`src/rtl/jt12_wr_sched_if.sv`:
```
// Bus bundle for the jt12 write scheduler: the request handshake on one side
// and the jt12 CPU port on the other. The scheduler is the slave; whatever
// drives requests and models the jt12 is the master.
interface jt12_wr_sched_if;
    logic       req_valid;
    logic       req_ready;
    logic       req_part;
    logic [7:0] req_reg;
    logic [7:0] req_val;
    logic       ym_cs_n;
    logic       ym_wr_n;
    logic [1:0] ym_addr;
    logic [7:0] ym_din;
    logic [7:0] ym_dout;

    modport master (
        output req_valid, req_part, req_reg, req_val, ym_dout,
        input  req_ready, ym_cs_n, ym_wr_n, ym_addr, ym_din
    );

    modport slave (
        input  req_valid, req_part, req_reg, req_val, ym_dout,
        output req_ready, ym_cs_n, ym_wr_n, ym_addr, ym_din
    );
endinterface

```
`src/rtl/jt12_wr_sched.sv`:
```
// Queued register-write scheduler for the jt12 CPU bus. Each queued
// {part, reg, value} triple becomes an address write, a data write and a
// busy-flag poll. The FIFO runs every clock; the bus sequencer only on cen.
module jt12_wr_sched #(
    parameter int FIFO_AW  = 4,
    parameter int WR_CYC   = 2,
    parameter int BUSY_TMO = 255
) (
    input  logic             clk,
    input  logic             rst_n,
    input  logic             cen,
    input  logic             flush,
    jt12_wr_sched_if.slave   bus,
    output logic [FIFO_AW:0] level,
    output logic             active,
    output logic             tmo_err
);
    localparam int DEPTH = 1 << FIFO_AW;
    localparam int CW    = (WR_CYC > 1) ? $clog2(WR_CYC) : 1;
    localparam int PW    = (BUSY_TMO > 1) ? $clog2(BUSY_TMO) : 1;

    typedef enum logic [2:0] {IDLE, AWR, AGAP, DWR, DGAP, POLL} state_t;

    // FIFO storage: {part, reg, val}
    logic [16:0]        mem_q [DEPTH];
    logic [FIFO_AW-1:0] wptr_q, rptr_q;
    logic [FIFO_AW:0]   level_q, level_d;
    logic               push, pop;
    logic [16:0]        head;

    state_t      state_q, state_d;
    logic [CW-1:0] wcnt_q, wcnt_d;
    logic [PW-1:0] pcnt_q, pcnt_d;
    logic        settle_q, settle_d;
    logic [16:0] hold_q, hold_d;
    logic        cs_q, cs_d, wr_q, wr_d, tmo_q, tmo_d;
    logic [1:0]  addr_q, addr_d;
    logic [7:0]  din_q, din_d;
    logic        unused_dout;

    assign unused_dout   = &{1'b0, bus.ym_dout[6:0]};
    assign bus.req_ready = level_q < (FIFO_AW+1)'(DEPTH);
    // a flush in the same cycle wins over a push
    assign push          = bus.req_valid && bus.req_ready && !flush;
    assign pop           = cen && (state_q == IDLE) && (level_q != '0);
    assign head          = mem_q[rptr_q];

    assign bus.ym_cs_n = cs_q;
    assign bus.ym_wr_n = wr_q;
    assign bus.ym_addr = addr_q;
    assign bus.ym_din  = din_q;
    assign level       = level_q;
    assign active      = (state_q != IDLE) || (level_q != '0);
    assign tmo_err     = tmo_q;

    // FIFO payload write; contents need no reset
    always_ff @(posedge clk) begin
        if (push) mem_q[wptr_q] <= {bus.req_part, bus.req_reg, bus.req_val};
    end

    // occupancy: flush empties the queue but leaves the in-flight entry alone
    always_comb begin
        level_d = level_q;
        if (push && !pop)      level_d = level_q + 1'b1;
        else if (pop && !push) level_d = level_q - 1'b1;
        if (flush)             level_d = '0;
    end

    // FIFO pointers and level
    always_ff @(posedge clk or negedge rst_n) begin
        if (!rst_n) begin
            wptr_q  <= '0;
            rptr_q  <= '0;
            level_q <= '0;
        end else begin
            level_q <= level_d;
            if (push) wptr_q <= wptr_q + 1'b1;
            if (flush)    rptr_q <= wptr_q;
            else if (pop) rptr_q <= rptr_q + 1'b1;
        end
    end

    // bus sequencer: outputs are computed alongside the next state so the
    // registered bus always matches the state being entered
    always_comb begin
        state_d  = state_q;
        wcnt_d   = wcnt_q;
        pcnt_d   = pcnt_q;
        settle_d = settle_q;
        hold_d   = hold_q;
        cs_d     = cs_q;
        wr_d     = wr_q;
        addr_d   = addr_q;
        din_d    = din_q;
        tmo_d    = tmo_q;
        if (cen) begin
            case (state_q)
                IDLE: if (level_q != '0) begin
                    hold_d  = head;
                    state_d = AWR;
                    cs_d    = 1'b0;
                    wr_d    = 1'b0;
                    addr_d  = {head[16], 1'b0};
                    din_d   = head[15:8];
                    wcnt_d  = '0;
                end
                AWR: if (wcnt_q == CW'(WR_CYC-1)) begin
                    state_d = AGAP;
                    cs_d    = 1'b1;
                    wr_d    = 1'b1;
                end else begin
                    wcnt_d = wcnt_q + 1'b1;
                end
                AGAP: begin
                    state_d = DWR;
                    cs_d    = 1'b0;
                    wr_d    = 1'b0;
                    addr_d  = {hold_q[16], 1'b1};
                    din_d   = hold_q[7:0];
                    wcnt_d  = '0;
                end
                DWR: if (wcnt_q == CW'(WR_CYC-1)) begin
                    state_d = DGAP;
                    cs_d    = 1'b1;
                    wr_d    = 1'b1;
                end else begin
                    wcnt_d = wcnt_q + 1'b1;
                end
                DGAP: begin
                    state_d  = POLL;
                    cs_d     = 1'b0;
                    addr_d   = 2'd0;
                    pcnt_d   = '0;
                    settle_d = 1'b1;
                end
                POLL: if (settle_q) begin
                    settle_d = 1'b0;
                end else if (!bus.ym_dout[7]) begin
                    state_d = IDLE;
                    cs_d    = 1'b1;
                end else if (pcnt_q == PW'(BUSY_TMO-1)) begin
                    // give up on this entry, keep the queue moving
                    state_d = IDLE;
                    cs_d    = 1'b1;
                    tmo_d   = 1'b1;
                end else begin
                    pcnt_d = pcnt_q + 1'b1;
                end
                default: state_d = IDLE;
            endcase
        end
    end

    // sequencer state and registered bus outputs
    always_ff @(posedge clk or negedge rst_n) begin
        if (!rst_n) begin
            state_q  <= IDLE;
            wcnt_q   <= '0;
            pcnt_q   <= '0;
            settle_q <= 1'b0;
            hold_q   <= '0;
            cs_q     <= 1'b1;
            wr_q     <= 1'b1;
            addr_q   <= 2'd0;
            din_q    <= 8'd0;
            tmo_q    <= 1'b0;
        end else begin
            state_q  <= state_d;
            wcnt_q   <= wcnt_d;
            pcnt_q   <= pcnt_d;
            settle_q <= settle_d;
            hold_q   <= hold_d;
            cs_q     <= cs_d;
            wr_q     <= wr_d;
            addr_q   <= addr_d;
            din_q    <= din_d;
            tmo_q    <= tmo_d;
        end
    end
endmodule

```
`src/flat_wrapper.sv`:
```
// flat-port wrapper written by rule: the top's interface ports become plain ports
module jt12_wr_sched_flat 
#(
    parameter int FIFO_AW  = 4,
    parameter int WR_CYC   = 2,
    parameter int BUSY_TMO = 255
)
  (clk, rst_n, cen, flush, level, active, tmo_err, bus_req_valid, bus_req_part, bus_req_reg, bus_req_val, bus_ym_dout, bus_req_ready, bus_ym_cs_n, bus_ym_wr_n, bus_ym_addr, bus_ym_din);
  jt12_wr_sched_if bus_i ();
  input  logic clk;
  input  logic rst_n;
  input  logic cen;
  input  logic flush;
  output logic [FIFO_AW:0] level;
  output logic active;
  output logic tmo_err;
  input wire logic [$bits(bus_i.req_valid)-1:0] bus_req_valid;
  input wire logic [$bits(bus_i.req_part)-1:0] bus_req_part;
  input wire logic [$bits(bus_i.req_reg)-1:0] bus_req_reg;
  input wire logic [$bits(bus_i.req_val)-1:0] bus_req_val;
  input wire logic [$bits(bus_i.ym_dout)-1:0] bus_ym_dout;
  output wire logic [$bits(bus_i.req_ready)-1:0] bus_req_ready;
  output wire logic [$bits(bus_i.ym_cs_n)-1:0] bus_ym_cs_n;
  output wire logic [$bits(bus_i.ym_wr_n)-1:0] bus_ym_wr_n;
  output wire logic [$bits(bus_i.ym_addr)-1:0] bus_ym_addr;
  output wire logic [$bits(bus_i.ym_din)-1:0] bus_ym_din;
  assign bus_i.req_valid = bus_req_valid;
  assign bus_i.req_part = bus_req_part;
  assign bus_i.req_reg = bus_req_reg;
  assign bus_i.req_val = bus_req_val;
  assign bus_i.ym_dout = bus_ym_dout;
  assign bus_req_ready = bus_i.req_ready;
  assign bus_ym_cs_n = bus_i.ym_cs_n;
  assign bus_ym_wr_n = bus_i.ym_wr_n;
  assign bus_ym_addr = bus_i.ym_addr;
  assign bus_ym_din = bus_i.ym_din;
  jt12_wr_sched #(.FIFO_AW(FIFO_AW), .WR_CYC(WR_CYC), .BUSY_TMO(BUSY_TMO)) u_core (.clk(clk), .rst_n(rst_n), .cen(cen), .flush(flush), .bus(bus_i), .level(level), .active(active), .tmo_err(tmo_err));
endmodule
```
`config.mk`:
```
export PLATFORM = sky130hd
export DESIGN_NAME = jt12_wr_sched_flat
export DESIGN_NICKNAME = d
export VERILOG_FILES = /design/src/rtl/jt12_wr_sched_if.sv /design/src/rtl/jt12_wr_sched.sv /design/src/flat_wrapper.sv
export SDC_FILE = /design/constraint.sdc
export NUM_CORES = 1
export LEC_CHECK = 0
export CORE_ASPECT_RATIO = 0.75
export CORE_MARGIN = 4
export CORE_UTILIZATION = 50
export CTS_BUF_LIST = sky130_fd_sc_hd__clkbuf_4 sky130_fd_sc_hd__clkbuf_8
export DETAILED_ROUTE_END_ITERATION = 7
export GPL_ROUTABILITY_DRIVEN = 0
export GPL_TIMING_DRIVEN = 0
export PLACE_DENSITY_LB_ADDON = 0.05
export SYNTH_ARGS = -nofsm -noshare
export SYNTH_HDL_FRONTEND = slang
export SYNTH_SLANG_ARGS = --single-unit
```
`constraint.sdc`:
```
create_clock -name clk -period 4.1 [get_ports clk]
set_input_delay 0.82 -clock clk [delete_from_list [all_inputs] [get_ports clk]]
set_output_delay 0.82 -clock clk [all_outputs]
set_load 0.1 [all_outputs]
```
Word level (Yosys, flattened, before mapping):

Memory sizes are Yosys's and may differ from the RTL's.
Index checks and enable logic that the tools add are counted.

* word-level logic and storage cells: 100
* latch bits: 0
* memory bits (read-only): 0
* memory bits (writable): 272
* register bits: 56
* memories kept: 1
* output and inout port bits: 20
* input bits: 30

* reductions and logical operators: 32
* bitwise gates (word level): 1
* equality and inequality tests: 14
* add/sub/neg operators: 6
* muxes and demuxes: 32
* shift-type cells: 0
* $mul: 0
* magnitude comparators: 1
* div/mod/pow operators: 0

Memory list
* u_core.mem_q: depth 16, bits a word 17, rd ports 1, clocked after memory_dff 0, write ports 1, RTL line jt12_wr_sched.sv:25 `logic [16:0] mem_q [DEPTH];`

Operators with widths (count)
* 8-bit two-way mux: 4
* 8-bit one-hot mux with 2 select lines: 2
* 3-bit two-way mux: 6
* 3-bit one-hot mux with 6 select lines: 1
* 5-bit two-way mux: 3
* 3-bit AND reduction: 4
* 6-bit AND reduction: 2
* 3-bit nonzero test: 4
* 5-bit AND reduction: 2
* 4-bit by 1-bit adder with 4-bit output, second input constant: 2
* 8-bit by 1-bit adder with 8-bit output, second input constant: 1
* 8-bit == test, second input constant: 1
* 1-bit two-way mux: 8
* 4-bit two-way mux: 2
* 2-bit inequality test, second input constant: 4
* 3-bit by 2-bit == test with 1-bit output, second input constant: 2
* 3-bit == test, second input constant: 2
* 1-bit logical AND: 6
* 2-bit by 1-bit inequality test with 1-bit output, second input constant: 3
* 1-bit one-hot mux with 3 select lines: 2
* 2-bit one-hot mux with 3 select lines: 1
* 2-bit nonzero test: 3
* 5-bit by 1-bit adder with 5-bit output, second input constant: 1
* 5-bit < comparator, second input constant: 1
* other kinds (16): 19

Depth between registers and ports, before layout:

Gate-level depths: netlist (run 1).

* depth after elaboration: 8
* gate-level depth with buffers: 12
* gate-level depth less buffers: 9

Least setup slack after synthesis (run 1):

Ideal clock, no wire load.

* path type: reg2out
* from: reg u_core.level_q[4] (netlist: u_core.level[4])
* to: out active
* required time: 3.280 ns
* stages on the path, launching flop included: 5
* buffers on the path: 0
* arrival: 2.750 ns
* slack: 0.530 ns
* cell sequence: dfrtp_1 > inv_1 > nand2b_4 > nor2_1 > nand2_1

* word-level cells in the longest chain between the ends: 2

RTL lines
* from (decl): RTL line jt12_wr_sched.sv:27 `logic [FIFO_AW:0] level_q, level_d;`
* from (signal assigned): RTL line jt12_wr_sched.sv:76 `level_q <= level_d;`
* 5-bit nonzero test: RTL line jt12_wr_sched.sv:53 `assign active = (state_q != IDLE) || (level_q != '0);`
* 1-bit logical OR: RTL line jt12_wr_sched.sv:53
* to (decl): RTL line flat_wrapper.sv:15 `output logic active;`

No other way between the ends.

Worst setup path in the final report (run 1):

* from: reg u_core.level_q[1] (netlist: u_core.level[1])
* to: out active

The elaborated chain is that of the path after synthesis.

==> impl_summary.md, run 1 <==
CTS
The count of H-tree levels built during CTS is 2. Buffers inserted to repair hold after CTS numbered 0. The clock reaches the later pin of the worst-skew pair after 580 ps. In this run the post-CTS setup repair buffer count came out at 0. The root buffer cell chosen for the clock tree is clkbuf_8. The maximum buffer depth of the clock tree is 3. The total CTS buffers is 48. The post-CTS resize count is 0.

After clock tree synthesis, the clock-pin slew on the worst setup and hold paths is 70 ps. The clock drives 320 sinks. TritonCTS built the clock tree.

Placed design
Once detailed placement completed, the half-perimeter wirelength came to 18200 um. The count of port buffers added during placement is 42. The placed instance area is 13800 um2.

Floorplanning
The number of standard-cell rows in the floorplan is 50. The floorplan step set the die width to 194 um. The die is 147 um tall. The total die area is 28600 um2.

The region available for standard cell placement spans 25200 um2. The starting utilization of the core area is 0.513. In this run the count of I/O pins placed on the die edge is 50.

Detailed routing
The first TritonRoute pass finished after 5 iterations. In this run the remaining antenna-violating nets after routing total 0. The via count is 7002. The via density per instance is 5.89. After detailed routing, the average wire length per cell comes to 24.9 um. The first routing iteration left 611 violations. The routed design has 29600 um of wire. The number of DRC violations after detailed routing is 0.

Logic synthesis
Of the post-synthesis cell area, the dominant cell type holds 0.631. By area the synthesized netlist is led by edfxtp_1, mux4_2, dfrtp_1. The warning count from the yosys run is 0. A synthesized cell averages 18.0 um2. The proportion of synthesized flip-flops having asynchronous set or reset is 0.150. The synthesized area is 12900 um2. After technology mapping, the gate count stands at 718. In this run, synthesis produced a sequential element count of 320. Synthesis produced a netlist with a net count of 760.

Among all flip-flop cells after synthesis, the most frequent one is edfxtp_1. The fraction of the yosys area taken by sequential cells is 0.724. edfxtp_1 takes more of the synthesized area than any other cell.

The number of enable flip-flop cells after synthesis is 272. The number of different library cells used by synthesis comes to 54.

Min path
The worst hold path belongs to the class input pin to asynchronous set/reset pin.

Worst setup path
Together, buffers and inverters on the worst path number 1. At the worst endpoint, the required time is 3280 ps. The largest individual stage delay along the critical path comes from the cell clkdlybuf4s50_1. The arrival time of the worst setup path is 2990 ps. The critical path in this run is classified as flop to primary output. For this run, the slowest stage of the critical path takes 980 ps.

The cell type group with the largest total delay on the critical path is simple AND/OR/NAND/NOR gates. Of all nets on the critical path, the largest fanout is 5. The signal on the critical path passes through or4_4 -> nand2b_4 -> nor2_1 -> nand2_1 -> clkdlybuf4s50_1. The element type at the critical path start is a flop. The critical path capture point type is a primary output.

Layout
After routing the design area is 14800 um2. In the final design database the tool counted 853 nets. The proportion of layout cells with a drive suffix above 1 is 0.230. The layout overhead on the synthesized area is 14.2%.

The repair_antennas step left the layout with diodes totalling 0.

Power and ir drop
Dividing total power by cell area gives a power density of 702 nW/um2. The worst vdd rail ir drop is 0.000361 V. The static leakage is 4.99 nW.

STA
The minimum period implied by the final worst setup slack is 3810 ps. For the final database, setup skew stands at 29.1 ps. In the finished design, the share of the clock period the worst path needs comes to 0.929. The total count of max-transition violations in the final report came to 0. The final hold violation count is 0. At the pin with the least slew margin, the transition time is 1350 ps. Setup total negative slack on the finished layout was measured at 0 ps. Setup violations remaining at the end of the flow were counted as 0. The max-slew headroom at the worst pin is 0.0985. For this run, the top clock speed supported by timing is 263 MHz. Setup repair after global routing left no endpoint under its margin.

Global route
The initial antenna violation count came to 0. Summed over all layers, the global routing overflow is 0. In the global route stage, overall resource usage came out at 0.212. Entering global routing, the biggest net connects 26 pins.

The via count of the first global-routing pass came to 7194. The global-route wire length before repair is 45100 um.

Outcome
The flow ran to the end, and the final reports show no timing, DRC or antenna violations.

Run
The max-capacitance violation count is 0.
[sequential cells by signal (all words and copies together) (netlist names)]
name                flops
u_core.mem_q          272
u_core.hold_q           9
u_core.bus.ym_din       8
u_core.pcnt_q           8
u_core.level            5
u_core.rptr_q           4
u_core.wptr_q           4
u_core.state_q          3
u_core.bus.ym_addr      2
u_core.bus.ym_cs_n      1
u_core.bus.ym_wr_n      1
u_core.settle_q         1
u_core.tmo_err          1
u_core.wcnt_q           1
[cell type report]
| type | instances | area (um2) |
|---|---|---|
| Fill cell | 1905 | 10400 |
| Timing Repair Buffer | 43 | 435 |
| Clock inverter | 17 | 131 |
| Multi-Input combinational cell | 356 | 3370 |
| Buffer | 36 | 178 |
| Clock buffer | 73 | 855 |
| Sequential cell | 320 | 9370 |
| Inverter | 6 | 22.5 |
| Tap cell | 338 | 423 |
[synthesized netlist by cell type, drive strengths merged, types with 4 or more instances]
cell type / count
nand2b: 4
mux2: 17
mux4: 60
o211ai: 9
a31oi: 8
ha: 11
a21oi: 20
mux2i: 28
o22ai: 8
nand3: 8
xnor2: 13
buf: 27
edfxtp: 272
nand2: 51
a211oi: 4
o31ai: 4
clkbuf: 9
inv: 6
nor2: 19
and2: 18
dfrtp: 46
o21ai: 39
[per-stage QoR]
step | std cells | hold WS, ps | power [mW] | setup WS (ps) | utilization
after floorplan | 718 | 450 | 6.74 | 530 | -
after detailed placement | 1099 | 460 | 7.80 | 181 | 0.547
after CTS | 1189 | 264 | 10.5 | 262 | 0.587
after global routing | 1189 | 298 | 10.9 | 127 | 0.587
final | 1189 | 283 | 10.4 | 291 | 0.587
after global placement | 1098 | 458 | 7.74 | 241 | 0.547
[path summary, 6_finish.rpt]
path                                      start                  to  slack [ps]  cells after the start
min in group clk                 u_core.tmo_err      u_core.tmo_err         480                      1
worst max register to register  u_core.level[1]     u_core.level[4]         850                     10
max in group asynchronous                 rst_n  u_core.bus.ym_wr_n        3160                      2
worst max-delay path            u_core.level[1]              active         290                      5
worst min register to register   u_core.tmo_err      u_core.tmo_err         480                      1
worst min-delay path                      rst_n    u_core.hold_q[4]         280                      1
[placed cells by master (no fill, tap or decap), drive strengths merged, types with 9 or more instances in the layout]
cell type,netlist,layout
xnor2,13,13
mux2i,28,28
clkdlybuf4s50,0,41
o21ai,39,39
o211ai,9,9
mux4,60,60
edfxtp,272,272
a21oi,20,20
clkinv,0,12
clkbuf,9,82
nand2,51,51
buf,27,29
mux2,17,17
dfrtp,46,46
and2,18,18
ha,11,11
nor2,19,19
[logic make-up after synthesis]
kind of cell / Yosys count / share of synthesized area
muxes: 105 / 0.141
xor gates and xnor gates: 16 / 0.0123
and+or+nand+nor: 117 / 0.0443
DFF: 320 / 0.724
buffers and inverters: 42 / 0.0155
AOI/OAI and AO/OA: 106 / 0.0509
adders and majority gates: 12 / 0.0122
[power by group]
group	internal [mW]	leakage (nW)	switching, mW
Clock	1.46	0.517	1.19
Sequential	3.86	3.04	0.210
Combinational	1.37	1.42	2.28
[per-layer routing]
| metal | share of wire | GRT usage |
|---|---|---|
| met4 | 0.014 | 0.0513 |
| met3 | 0.070 | 0.0479 |
| met2 | 0.44 | 0.306 |
| met5 | 0 | 0 |
| met1 | 0.48 | 0.333 |
Power figures use the tool's default switching activity.
==> run 2: changes to the inputs <==
- CORE_UTILIZATION: 50 -> 63
- CTS_CLUSTER_DIAMETER: not set -> 40
==> run 2 against run 1 <==
  * First-iteration DRC count grew 20%
  * Clock power fell by 6%
  * Final cell count down 7.7%
  * Highest routed layer unchanged
  * Sequential share of layout area rose by 0.82 points
  * Non-clock buffer count is the same
  * Combinational power barely moved
  * Register-to-register slack lost 40 ps
  * Sequential power about the same
  * Sequential cell count stayed put
  * Design area shrank 1.3%
  * Die area is 20% lower
  * Clock skew down 15 ps
==> impl_summary.md, run 2 (same netlist as run 1, synthesis figures left out) <==
Placed design
Port buffering added 42 buffers. The number of instances in the placed design is 1019. The worst-case setup slack after placement is 254 ps. After legalization and detailed placement, the total HPWL measured 17100 um.

Power and ir drop
Of the total power, the share spent switching nets is 0.357. The worst vdd rail ir drop is 0.000375 V. The internal power is 6.58 mW. The net switching component of the power is 3.65 mW.

The total power draw is 10.2 mW. The combinational share of power is 0.359. Of the total power, registers draw 0.397. The power density over cell area is 701 nW/um2. The clock share of power is 0.244. For this design the static power due to leakage is 4.94 nW.

Worst setup path
The setup path with the least slack is of type flop to primary output. The depth of the critical timing path with buffers and inverters included is 5. STA puts the critical path data arrival time at 3020 ps. The worst register-to-register path has a depth of 11. The largest fanout on the critical path is 5. The slowest stage cell on the critical path is clkdlybuf4s50_1. The buffer and inverter count on the worst path is 1. The kind of cell with the highest combined delay along the critical path is simple AND/OR/NAND/NOR gates. STA classifies the critical path endpoint as a primary output. The worst endpoint required time is 3280 ps. The critical path goes through or4_4 -> nand2b_4 -> nor2_1 -> nand2_1 -> clkdlybuf4s50_1. In this design, the stage delay of the slowest critical-path cell is 980 ps. The element type at the critical path start is a flop.

Layout
For this run, the post-layout net count is 851. Relative to the synthesized area, the layout overhead comes to 12.8%. The flip-flop count of the largest register after layout is 272. The proportion of layout cells with a drive suffix above 1 is 0.220.

Leaving out fill and tap cells, the most frequent cells in the layout are edfxtp_1, mux4_2, nand2_1, clkbuf_8, dfrtp_1. The register name with the most flops is u_core.mem_q. The fill cell total of the finished layout is 1255. The largest registers in the layout are u_core.mem_q (272), u_core.hold_q (9). The post-layout instance count excluding filler cells is 1098. The commonest non-fill, non-tap cell in the layout is edfxtp_1.

The number of antenna cells inserted is 0.

CTS
In this run the post-CTS setup repair buffer count came out at 0. The maximum buffer depth of the clock tree is 3. The clock tree synthesis step divided the H-tree into 2 levels. In this run, post-CTS hold repair placed 0 buffers. For the worst-skew pair, the clock arrives at the later sink with an insertion delay of 560 ps. The root buffer cell chosen for the clock tree is clkbuf_8. The number of clock buffers added by TritonCTS is 46. Clock-pin slew was measured on the worst setup and hold paths at 60 ps.

The post-CTS resize count is 0. TritonCTS built the clock tree. The number of sinks on the clock net is 320.

Run
The max-capacitance violation count is 0.

STA
The achievable clock frequency is 260 MHz. The final hold violation count is 0. For the pin with the worst max-slew slack, the measured transition is 1270 ps. The minimum period implied by the final worst setup slack is 3840 ps.

In this run the tightest slew margin relative to its limit is 0.151. The total count of max-transition violations in the final report is 0. In the post-route analysis, the smallest setup slack over all paths is 259 ps. Across the routed clock network, the largest skew measured is 14.4 ps. Setup repair after global routing left no endpoint under its margin. The share of the clock period used by the worst path is 0.937. The final-report setup violation count is 0.

For the final routed database, the setup TNS stands at 0 ps.

Detailed routing
The via density per instance is 6.39. For this block, the routed nets add up to 27900 um of wire. The routed layout has 7016 vias.

Once detail routing completed, the nets flagged for antenna violations numbered 0. The first detailed-routing pass took 7 iterations. The number of DRC violations after detailed routing is 0. After detailed routing, the average wire length per cell comes to 25.4 um. The detailed router finished its first iteration with 733 violations.

Floorplanning
The horizontal extent of the die is 174 um. The total die area is 22900 um2. The core region area is 20200 um2.

The number of standard-cell rows in the floorplan is 45. The top-level I/O count is 50. For this configuration, the core starts out at a cell density of 0.640. Measured along the y axis, the die boundary spans 132 um.

Min path
The class of the tightest hold or removal check is input pin to asynchronous set/reset pin.

Global route
Summed over all layers, the global routing overflow is 0. The initial antenna violation count came to 0. In the global route stage, overall resource usage came out at 0.247. Entering global routing, the biggest net connects 41 pins. The via count of the first global-routing pass is 6879. The global-route wire length before repair is 42300 um.

Outcome
The flow ran to the end, and the final reports show no timing, DRC or antenna violations.
==> run 2: changes by cell type in the layout (fill, tap and decap cells not counted) <==
cell and delta:
clkbuf_8 -1, clkbuf_4 -8, clkinvlp_4 -2
==> run 2: path summary, 6_finish.rpt <==
| check | from | end | slack, ps |
|---|---|---|---|
| worst max-delay path | u_core.level[1] | active | 260 |
| worst min-delay path | rst_n | u_core.level[1] | 120 |
| worst max register to register | u_core.level[1] | u_core.level[4] | 810 |
| worst min register to register | u_core.tmo_err | u_core.tmo_err | 470 |
| max in group asynchronous | rst_n | u_core.bus.ym_wr_n | 3430 |
| min in group clk | u_core.tmo_err | u_core.tmo_err | 470 |
==> run 2: routing by layer <==
layer  routed length [um]  GRT usage
met3                 2340     0.0550
met5                    0          0
met2                12500      0.355
met4                  530     0.0611
met1                12500      0.394
==> run 2: final cells by class <==
| type | count | area [um2] | area share |
|---|---|---|---|
| well taps | 258 | 323 | 0.0221 |
| repair buffers | 43 | 435 | 0.0298 |
| inverters | 6 | 22.5 | 0.00154 |
| multi-input cells | 356 | 3370 | 0.231 |
| flip-flops and latches | 320 | 9370 | 0.642 |
| clock buffers | 64 | 781 | 0.0535 |
| plain buffers | 36 | 178 | 0.0122 |
| clock inverters | 15 | 116 | 0.00797 |
==> run 2: through the flow <==
stage	area, um2	hold slack [ps]	utilization
after floorplan	12900	450	-
after detailed placement	13700	463	0.678
final	14600	119	0.722
after global placement	13700	450	0.677
after CTS	14600	106	0.722
after global routing	14600	116	0.722
==> run 2: power groups by stage <==
stage                     Combinational (mW)  Sequential (mW)  Clock [mW]
after floorplan                         2.10             4.65           0
after global placement                  3.58             4.10           0
after detailed placement                3.66             4.12           0
after CTS                               3.67             4.06        2.53
after global routing                    3.89             4.09        2.71
final                                   3.67             4.06        2.50
